--- config.mk ---
export PLATFORM = sky130hd
export DESIGN_NAME = mem_port_bridge
export DESIGN_NICKNAME = d
export VERILOG_FILES = /design/src/rtl/mem_port_bridge.sv
export SDC_FILE = /design/constraint.sdc
export NUM_CORES = 1
export LEC_CHECK = 0
export ABC_AREA = 1
export CELL_PAD_IN_SITES_DETAIL_PLACEMENT = 0
export CELL_PAD_IN_SITES_GLOBAL_PLACEMENT = 2
export CORE_UTILIZATION = 21
export DETAILED_ROUTE_END_ITERATION = 12
export GPL_ROUTABILITY_DRIVEN = 0
export PLACE_DENSITY_LB_ADDON = 0.1
export SYNTH_ARGS = -nofsm -noshare
export SYNTH_HDL_FRONTEND = slang
export SYNTH_SLANG_ARGS = --single-unit
--- constraint.sdc ---
create_clock -name clk -period 1.45 [get_ports clk]
set_input_delay 0.2175 -clock clk [delete_from_list [all_inputs] [get_ports clk]]
set_output_delay 0.2175 -clock clk [all_outputs]
set_load 0.1 [all_outputs]
--- src/rtl/mem_port_bridge.sv ---
// mem_port_bridge: registers one CPU memory request at a time, aligns sub-word
// store data and byte enables to the addressed byte lane, drives a
// request/response physical memory port and returns exactly one mem_resp pulse
// per request. A WAIT-state watchdog aborts a stalled access and sets a sticky
// bus_error flag, which is also set when a read and a write are requested together.
module mem_port_bridge #(
    parameter int unsigned TIMEOUT_CYCLES = 32'd255,
    parameter logic [31:0] ERR_RDATA      = 32'h0000_0000
) (
    input  logic        clk,
    input  logic        rst_n,
    input  logic        mem_read,
    input  logic        mem_write,
    input  logic [31:0] mem_address,
    input  logic [31:0] mem_wdata,
    input  logic [3:0]  mem_byte_enable,
    output logic        mem_resp,
    output logic [31:0] mem_rdata,
    output logic        pmem_read,
    output logic        pmem_write,
    output logic [31:0] pmem_address,
    output logic [31:0] pmem_wdata,
    output logic [3:0]  pmem_byte_enable,
    input  logic        pmem_resp,
    input  logic [31:0] pmem_rdata,
    output logic        busy,
    output logic        bus_error
);

    localparam int unsigned    CNT_W      = (TIMEOUT_CYCLES < 32'd2) ? 1 : $clog2(TIMEOUT_CYCLES + 32'd1);
    localparam logic [CNT_W-1:0] CNT_MAX  = CNT_W'(TIMEOUT_CYCLES);
    localparam logic           TIMEOUT_EN = (TIMEOUT_CYCLES != 32'd0);

    typedef enum logic [2:0] {
        ST_IDLE  = 3'd0,
        ST_ISSUE = 3'd1,
        ST_WAIT  = 3'd2,
        ST_RESP  = 3'd3,
        ST_COOL  = 3'd4
    } state_t;

    state_t             state_r;
    state_t             state_nxt_s;
    logic [CNT_W-1:0]   cnt_r;
    logic               is_write_r;
    logic               accept_s;
    logic               capture_s;
    logic               timeout_s;
    logic               cnt_inc_s;

    // Byte-enable lane alignment; lanes pushed past lane 3 are discarded.
    function automatic logic [3:0] align_mask(input logic [3:0] mask, input logic [1:0] ofs);
        return mask << ofs;
    endfunction

    // Store-data lane alignment; bytes pushed past bit 31 are discarded.
    function automatic logic [31:0] align_data(input logic [31:0] data, input logic [1:0] ofs);
        return data << {ofs, 3'b000};
    endfunction

    // State register.
    always_ff @(posedge clk or negedge rst_n) begin
        if (!rst_n) begin
            state_r <= ST_IDLE;
        end else begin
            state_r <= state_nxt_s;
        end
    end

    // Next-state decode and per-cycle datapath controls.
    always_comb begin
        state_nxt_s = state_r;
        accept_s    = 1'b0;
        capture_s   = 1'b0;
        timeout_s   = 1'b0;
        cnt_inc_s   = 1'b0;
        case (state_r)
            ST_IDLE: begin
                if (mem_read || mem_write) begin
                    accept_s    = 1'b1;
                    state_nxt_s = ST_ISSUE;
                end else begin
                    state_nxt_s = ST_IDLE;
                end
            end
            ST_ISSUE: state_nxt_s = ST_WAIT;
            ST_WAIT: begin
                // A response in the same cycle the watchdog expires still completes normally.
                if (pmem_resp) begin
                    capture_s   = 1'b1;
                    state_nxt_s = ST_RESP;
                end else if (TIMEOUT_EN && (cnt_r == CNT_MAX)) begin
                    timeout_s   = 1'b1;
                    state_nxt_s = ST_RESP;
                end else begin
                    cnt_inc_s   = 1'b1;
                    state_nxt_s = ST_WAIT;
                end
            end
            ST_RESP: state_nxt_s = ST_COOL;
            // The CPU still holds its request during the resp cycle, so it is ignored here.
            ST_COOL: state_nxt_s = ST_IDLE;
            default: state_nxt_s = ST_IDLE;
        endcase
    end

    // WAIT-cycle watchdog counter: 1 on entering WAIT, advanced each WAIT cycle without a response.
    always_ff @(posedge clk or negedge rst_n) begin
        if (!rst_n) begin
            cnt_r <= '0;
        end else if (state_r == ST_ISSUE) begin
            cnt_r <= CNT_W'(1);
        end else if (cnt_inc_s) begin
            cnt_r <= cnt_r + CNT_W'(1);
        end else begin
            cnt_r <= cnt_r;
        end
    end

    // Request latch and physical-port drive; held stable from ISSUE until completion.
    always_ff @(posedge clk or negedge rst_n) begin
        if (!rst_n) begin
            is_write_r       <= 1'b0;
            pmem_read        <= 1'b0;
            pmem_write       <= 1'b0;
            pmem_address     <= 32'h0000_0000;
            pmem_wdata       <= 32'h0000_0000;
            pmem_byte_enable <= 4'b0000;
        end else if (accept_s) begin
            // Simultaneous read and write is resolved as a write.
            is_write_r       <= mem_write;
            pmem_read        <= ~mem_write;
            pmem_write       <= mem_write;
            pmem_address     <= {mem_address[31:2], 2'b00};
            pmem_wdata       <= mem_write ? align_data(mem_wdata, mem_address[1:0]) : 32'h0000_0000;
            pmem_byte_enable <= mem_write ? align_mask(mem_byte_enable, mem_address[1:0]) : 4'b1111;
        end else if (capture_s || timeout_s) begin
            pmem_read        <= 1'b0;
            pmem_write       <= 1'b0;
        end else begin
            pmem_read        <= pmem_read;
            pmem_write       <= pmem_write;
        end
    end

    // Read-data return: captured word or error pattern; writes leave it untouched.
    always_ff @(posedge clk or negedge rst_n) begin
        if (!rst_n) begin
            mem_rdata <= 32'h0000_0000;
        end else if (capture_s && !is_write_r) begin
            mem_rdata <= pmem_rdata;
        end else if (timeout_s && !is_write_r) begin
            mem_rdata <= ERR_RDATA;
        end else begin
            mem_rdata <= mem_rdata;
        end
    end

    // Registered status outputs: completion pulse, busy and sticky error.
    always_ff @(posedge clk or negedge rst_n) begin
        if (!rst_n) begin
            mem_resp  <= 1'b0;
            busy      <= 1'b0;
            bus_error <= 1'b0;
        end else begin
            mem_resp  <= (state_nxt_s == ST_RESP);
            busy      <= (state_nxt_s != ST_IDLE);
            bus_error <= bus_error | timeout_s | (accept_s && mem_read && mem_write);
        end
    end

endmodule

# Word-level counts from Yosys, hierarchy flattened
# Cells that the tools add are included.
op_classes:
  n_addsub: 1
  mux: 23
  n_eq_ne: 5
  reduce_logical: 12
  n_shift: 2
  bitwise: 3
ops:
  columns: ["cell", "n"]
  rows:
  - ["two-way mux 32 bit", 3]
  - ["<< shifter 32 x 5 -> 32 bit", 1]
  - ["two-way mux 1 bit", 16]
  - ["two-way mux 8 bit", 2]
  - ["one-hot mux 3 bit (4 select lines)", 1]
  - ["== test 3 x 2 -> 1 bit (second input constant)", 3]
  - ["adder 8 x 1 -> 8 bit (second input constant)", 1]
  - ["== test 8 bit (second input constant)", 1]
  - ["nonzero test 2 bit", 3]
  - ["logical AND 1 bit", 4]
  - ["two-way mux 4 bit", 1]
  - ["<< shifter 4 x 2 -> 4 bit", 1]
  - ["== test 3 x 1 -> 1 bit (second input constant)", 1]
  - ["zero test 3 bit", 1]
  - ["nonzero test 3 bit", 1]
  - ["logical OR 1 bit", 2]
  - ["OR 1 bit", 2]
  - ["zero test 1 bit", 1]
  - ["NOT 1 bit", 1]
word_totals:
  input_bits: 105
  ff_bits: 115
  word_cells: 58
  output_inout_bits: 105

# Logic depth before layout (Yosys ltp)
# Gate-level depths: netlist (run 1).
logic_depth:
  ltp_word: 7
  ltp_mapped: 9
  mapped_depth_nobuf: 8

# Worst setup path before layout (run 1)
# Ideal clock, no wire load.
synth_path:
  path_kind: "register to register"
  start: "register cnt_r[0]"
  end: "register mem_rdata[0]"
  required_time_ns: 1.328
  setup_ns: 0.122
  arrival_time_ns: 1.303
  slack_ns: 0.025
  path_buffers: 1
  stages_incl_launch_ff: 10
  period_less_slack_ns: 1.425
  path_cell_list: "dfrtp_1 > ha_1 > nand2_1 > nor2_1 > nand2_1 > nand2_1 > nand3_2 > buf_2 > nand2_1 > nand2_1"
synth_via:
  elab_chain_cells: 6
synth_rtl:
  columns: ["item", "line", "source"]
  rows:
  - ["start: declaration", "44", "logic [CNT_W-1:0] cnt_r;"]
  - ["start signal: assignment", "114", "cnt_r <= cnt_r + CNT_W'(1);"]
  - ["start signal: assignment", "116", "cnt_r <= cnt_r;"]
  - ["== test 8 bit", "92", "end else if (TIMEOUT_EN && (cnt_r == CNT_MAX)) begin"]
  - ["two-way mux 1 bit", "92", null]
  - ["two-way mux 1 bit", "89", "if (pmem_resp) begin"]
  - ["two-way mux 1 bit", "77", "case (state_r)"]
  - ["logical AND 1 bit", "152", "end else if (timeout_s && !is_write_r) begin"]
  - ["nonzero test 2 bit (no line)", null, null]
  - ["end signal: assignment", "151", "mem_rdata <= pmem_rdata;"]
  - ["end signal: assignment", "155", "mem_rdata <= mem_rdata;"]
  - ["end: declaration", "18", "output logic [31:0] mem_rdata,"]
# No other way between the ends.
# A chain may end at the register's enable or synchronous reset.

# Final worst setup path (run 1)
layout_path:
  start: "register cnt_r[0]"
  end: "register mem_rdata[25]"
# The elaborated chain is that of the path after synthesis.

==> flow_metrics.env, run 1 <==
export IMPL_status="complete, but fails checks"
export IMPL_violations="setup timing"
export IMPL_die_area_um2=24900
export IMPL_synth_area_top_cells="dfrtp_1, nand2_1, nand3_1"
export IMPL_min_path_type="primary input to flip-flop"
export IMPL_tightestPinTransition_ns=0.546
export IMPL_synthTopCellsByCount="nand2_1, dfrtp_1, nand3_1"
export IMPL_h_tree_depth=4
export IMPL_clkSlewWorstSetupHoldPaths_ns=0.06
export IMPL_io_pins=210
export IMPL_critPathLaunchType="flip-flop"
export IMPL_clock_sinks=115
export IMPL_grt_max_degree=86
export IMPL_nets=996
export IMPL_drt_initial_drc_count=242
export IMPL_required_ns=1.76
export IMPL_timing_final_crit_share_pct=101
export IMPL_hpwlAfterDp_mm=13.1
export IMPL_fin_crit_ns=1.46
export IMPL_die_y_um=158
export IMPL_root_buffer="clkbuf_16"
export IMPL_port_buffers=207
export IMPL_routed_wirelength_mm=18.5
export IMPL_yosysSeqAreaShare_pct=56.4
export IMPL_wl_per_cell_um=15.1
export IMPL_vias=5020
export IMPL_route_detailed_drc=0
export IMPL_cp_endpoint="mem_rdata[25]"
export IMPL_met3_length_mm=1.57
export IMPL_rsz0062_at_grt="yes"
export IMPL_areaGrowthSynthToFinish_pct=91.8
export IMPL_core_um2=23600
export IMPL_cts_tree="yes"
export IMPL_dr_pass1_iters=4
export IMPL_worstHoldStart="mem_address[12]"
export IMPL_clock_skew_ns=0.00768
export IMPL_clock_path_buffers=2
export IMPL_setup_ws_ns=-0.00729
export IMPL_cp_arrival_ns=1.77
export IMPL_path_class="flip-flop to flip-flop"
export IMPL_setup_violations=6
export IMPL_min_delay_path_depth=3
export IMPL_path_max_fanout=16
export IMPL_grt_usage_pct=14.9
export IMPL_ys_types=28
export IMPL_regToRegStartpoint="cnt_r[0]"
export IMPL_finalSetupTns_ns=-0.0215
export IMPL_synth_edf_count=0
export IMPL_rrSetupSlack_ns=-0.007
export IMPL_wl_met1_mm=7.83
export IMPL_dieWidth_um=158
export IMPL_grt_pass1_vias=5304
export IMPL_grt_overflow_total=0
export IMPL_start_util_pct=21.6
export IMPL_insertion_delay_ns=0.41
export IMPL_critPathBufInv=1
export IMPL_yosysTopAreaCell="dfrtp_1"
export IMPL_drtAntennaViolNets=0
export IMPL_max_freq_mhz=686
export IMPL_grt_first_pass_wirelength_mm=28.3
export IMPL_slew_viol_final=0
export IMPL_crit_top_cell="nand2_2"
export IMPL_crit_path_max_incr_delay_ns=0.39
export IMPL_synthCells=639
export IMPL_yosysMostFrequentCell="nand2_1"
export IMPL_highest_layer="met4"
export IMPL_cts_buffers=17
export IMPL_avgViaCountPerCell=4.11
export IMPL_max_slew_margin_rel_pct=63.6
export IMPL_reg2regPathDepth=9
export IMPL_rr_endpoint="mem_rdata[25]"
export IMPL_synth_avg_cell_area_um2=7.98
export IMPL_max_cap_viol_count=0
export IMPL_route_met2_wl_mm=8.89
export IMPL_synthArstFlopShare_pct=100
export IMPL_worst_path_stages=9
export IMPL_post_synth_top_area_fraction_pct=56.4
export IMPL_crit_path_cell_trace="ha_4, nand2_2, nor2_4, nand2_2, nand2_2, nand3_4, buf_12, nand2_1, nand2_2"
export IMPL_rows=56
export IMPL_antennaDiodeCount=0
export IMPL_ys_seq_elements=115
export IMPL_cp_end_kind="flip-flop"
export IMPL_grt_antenna_before_repair=0
export IMPL_layout_drive_gt1_share_pct=25.4
export IMPL_cp_startpoint="cnt_r[0]"
export IMPL_cp_slowest_cell="dfrtp_1"
export IMPL_synth_top_flop_cell="dfrtp_1"
export IMPL_synth_yosys_warnings=0
export IMPL_hold_violations=0
export IMPL_synthesis_area_um2=5100
export IMPL_crit_family="simple AND/OR/NAND/NOR gates"
## layout make-up
cell class | instances | area (um^2)
fill | 2340 | 13800
timing repair buffer | 265 | 3710
sequential | 115 | 2880
multi-input combinational | 463 | 2070
clock buffer | 18 | 439
tap | 319 | 399
clock inverter | 14 | 176
inverter | 28 | 105
## per-stage QoR
| step | setup WS, ns | hold slack, ns | std cells | util (%) | area [um^2] |
|---|---|---|---|---|---|
| finish | -0.00729 | 0.331 | 1222 | 41.4 | 9780 |
| global route | -0.103 | 0.315 | 1222 | 41.4 | 9780 |
| CTS | -0.00134 | 0.308 | 1214 | 40.5 | 9550 |
| detailed placement | -0.224 | 0.320 | 1179 | 37.7 | 8900 |
| global placement | -0.210 | 0.310 | 1179 | 37.7 | 8900 |
| floorplan | 0.0251 | -0.0781 | 640 | - | 5100 |
## how the worst min path moves through the flow
stage / to / slack (ns)
2_1_floorplan: bus_error / -0.08
3_3_place_gp: cnt_r[1] / 0.31
3_5_place_dp: mem_rdata[11] / 0.32
4_1_cts: pmem_address[12] / 0.31
5_1_grt: mem_rdata[23] / 0.32
6_report: pmem_address[12] / 0.33
## cell usage in the layout (no fill, tap or decap), drive strengths merged
cell	synthesis	final
clkdlybuf4s50	0	103
a21oi	4	4
buf	24	159
nand4	4	4
o22ai	3	3
dlygate4sd3	0	1
ha	1	1
inv	28	31
nand2	333	333
o21ai	33	33
xor2	2	2
nand3	52	52
o21bai	2	2
clkinv	0	6
clkinvlp	0	2
o211ai	1	1
bufinv	0	3
nor3	3	3
nor2	20	20
conb	1	2
or2	2	2
a2bb2oi	1	1
clkbuf	10	20
dfrtp	115	115
## registers in the layout, summed over array words and instances, names as in the netlist
name / cells
mem_rdata: 32
pmem_address: 30
is_write_r: 1
bus_error: 1
pmem_byte_enable: 4
mem_resp: 1
pmem_read: 1
state_r: 3
cnt_r: 8
pmem_wdata: 32
pmem_write: 1
busy: 1
## logic make-up (layout without fill, tap and decap cells)
family / count (synthesis) / in the layout / synth area share (%)
compound gates: 44 / 44 / 4.69
simple gates: 414 / 414 / 32.6
xor+xnor: 2 / 2 / 0.344
fa+ha+maj: 1 / 1 / 0.245
flops: 115 / 115 / 56.4
other cells: 1 / 2 / 0.0735
buf+inv: 62 / 325 / 5.59
## per-layer routing
metal  GRT usage [%]  up-vias
met1            18.2     2362
met4            4.44        0
met3            5.80       12
met5               0        -
met2            24.1      148
li1                -     2498
## worst reg2reg max path, cell delays in order (launching register included)
cell and delay (ns):
dfrtp_1 0.39, ha_4 0.16, nand2_2 0.07, nor2_4 0.13, nand2_2 0.09, nand2_2 0.10
nand3_4 0.11, buf_12 0.18, nand2_1 0.08, nand2_2 0.05
## timing repair
| action | in CTS | in global routing |
|---|---|---|
| gates cloned | 0 | 4 |
| hold buffers | 1 | 0 |
| resized for setup | 6 | 32 |
| buffers inserted | 2 | 4 |
| pin swaps | 1 | 9 |
| hold endpoints to repair | 115 | 0 |
| endpoints found under the setup margin | 32 | 52 |
Power of run 1 is not shown: default switching activity piles up to over one toggle a cycle in this logic, so the estimate is an artifact.
==> run 2, diff against run 1 <==
--- a/config.mk
+++ b/config.mk
@@ -9,6 +9,7 @@
 export CELL_PAD_IN_SITES_DETAIL_PLACEMENT = 0
 export CELL_PAD_IN_SITES_GLOBAL_PLACEMENT = 2
 export CORE_UTILIZATION = 21
+export CTS_CLUSTER_SIZE = 28
 export DETAILED_ROUTE_END_ITERATION = 12
 export GPL_ROUTABILITY_DRIVEN = 0
 export PLACE_DENSITY_LB_ADDON = 0.1
==> results of run 2 <==
Final layout, timing and power as in run 1 (identical DEF).
Power of run 2 is left out for the same reason.
==> run 3, diff against run 2 <==
--- a/config.mk
+++ b/config.mk
@@ -8,7 +8,7 @@
 export ABC_AREA = 1
 export CELL_PAD_IN_SITES_DETAIL_PLACEMENT = 0
 export CELL_PAD_IN_SITES_GLOBAL_PLACEMENT = 2
-export CORE_UTILIZATION = 21
+export CORE_UTILIZATION = 25
 export CTS_CLUSTER_SIZE = 28
 export DETAILED_ROUTE_END_ITERATION = 12
 export GPL_ROUTABILITY_DRIVEN = 0
==> constraint.sdc (replaced) <==
create_clock -name clk -period 1.9 [get_ports clk]
set_input_delay 0.285 -clock clk [delete_from_list [all_inputs] [get_ports clk]]
set_output_delay 0.285 -clock clk [all_outputs]
set_load 0.1 [all_outputs]
==> flow_metrics.env, run 3 (same netlist as run 1, synthesis figures left out) <==
export IMPL_status="complete, no violations"
export IMPL_fillers=2029
export IMPL_hpwlAfterDp_mm=12.0
export IMPL_cts_buffers=17
export IMPL_die_y_um=145
export IMPL_clock_path_buffers=2
export IMPL_min_path_type="primary input to asynchronous set/reset pin"
export IMPL_dr_pass1_iters=6
export IMPL_areaGrowthSynthToFinish_pct=53.2
export IMPL_setup_ws_ns=0.222
export IMPL_grt_antenna_before_repair=0
export IMPL_rows=51
export IMPL_grt_usage_pct=16.4
export IMPL_critPathLaunchType="flip-flop"
export IMPL_slew_viol_final=0
export IMPL_path_max_fanout=32
export IMPL_antennaDiodeCount=0
export IMPL_required_ns=2.19
export IMPL_final_common_cell="nand2_1"
export IMPL_final_cell_mix="nand2_1, dfrtp_1, buf_4"
export IMPL_grt_pass1_vias=4859
export IMPL_grt_first_pass_wirelength_mm=25.8
export IMPL_cts_post_setup_buffers_inserted=0
export IMPL_cts_tree="yes"
export IMPL_route_detailed_drc=0
export IMPL_grt_max_degree=43
export IMPL_drt_initial_drc_count=234
export IMPL_start_util_pct=25.9
export IMPL_setup_violations=0
export IMPL_placed_cell_area_um2=7270
export IMPL_use_met3_pct=5.23
export IMPL_grt_overflow_total=0
export IMPL_h_tree_depth=4
export IMPL_routed_wirelength_mm=16.7
export IMPL_clock_skew_ns=0.00741
export IMPL_vias=4833
export IMPL_design_area_um2=7820
export IMPL_io_pins=210
export IMPL_top_regs="mem_rdata: 32 flops, pmem_wdata: 32 flops, pmem_address: 30 flops"
export IMPL_clock_sinks=115
export IMPL_top_usage_layer="met2"
export IMPL_insertion_delay_ns=0.41
export IMPL_post_place_ws_ns=0.103
export IMPL_cp_arrival_ns=1.97
export IMPL_grt_met1_usage_pct=20.8
export IMPL_root_buffer="clkbuf_16"
export IMPL_fin_crit_ns=1.68
export IMPL_core_um2=19700
export IMPL_max_cap_viol_count=0
export IMPL_wl_per_cell_um=14.8
export IMPL_drtAntennaViolNets=0
export IMPL_die_area_um2=21000
export IMPL_avgViaCountPerCell=4.30
export IMPL_rsz0062_at_grt="no"
export IMPL_path_class="flip-flop to flip-flop"
export IMPL_port_buffers=207
export IMPL_cp_end_kind="flip-flop"
export IMPL_dieWidth_um=145
export IMPL_nets=954
export IMPL_finalSetupTns_ns=0
export IMPL_layout_drive_gt1_share_pct=18.8
export IMPL_timing_final_crit_share_pct=88.3
export IMPL_grt_use_met2_pct=26.3
export IMPL_max_freq_mhz=596
export IMPL_hold_violations=0
export IMPL_clkSlewWorstSetupHoldPaths_ns=0.05
-- run 3: path summary, 6_finish.rpt --
check	from	endpoint	slack (ns)	cells past startpoint
setup / recovery	cnt_r[0]	mem_rdata[18]	0.22	9
hold / removal	rst_n	cnt_r[4]	0.39	2
setup reg to reg	cnt_r[0]	mem_rdata[18]	0.22	9
hold reg to reg	mem_rdata[2]	mem_rdata[2]	0.47	2
max in group asynchronous	rst_n	pmem_wdata[2]	0.90	3
min in group clk	mem_address[5]	pmem_address[5]	0.41	3
-- run 3: area by class of cell --
type	count	area, um^2	share of cell area (%)
inverter	28	105	1.34
clock inverter	10	60.1	0.768
clock buffer	21	470	6.02
multi-input combinational	463	1950	24.9
sequential	115	2880	36.8
timing repair buffer	223	2020	25.9
tap	265	332	4.24
-- run 3: critical path, cell delays in order (launching register included) --
cell     delay, ns
dfrtp_1       0.39
ha_1          0.20
nand2_1       0.07
nor2_1        0.17
nand2_1       0.12
nand2_1       0.13
nand3_2       0.07
buf_4         0.25
nand2_1       0.10
nand2_1       0.05
-- run 3: per-stage QoR --
stage	utilization [%]	cells	hold slack (ns)
global placement	36.9	1093	0.285
detailed placement	36.9	1093	0.286
CTS	39.6	1125	0.384
global route	39.6	1125	0.401
finish	39.6	1125	0.385
floorplan	-	640	-0.0106
-- run 3: metal layers --
metal	wire, um	up-vias
li1	-	2412
met1	7270	2249
met2	8010	158
met3	1230	14
met4	181	0
met5	0	-
-- run 3: what timing repair did --
action | 4_1_cts | 5_1_grt
endpoints found under the hold margin | 32 | 0
resized for setup | 0 | 0
hold buffers | 1 | 0
Power of run 3 is left out for the same reason.
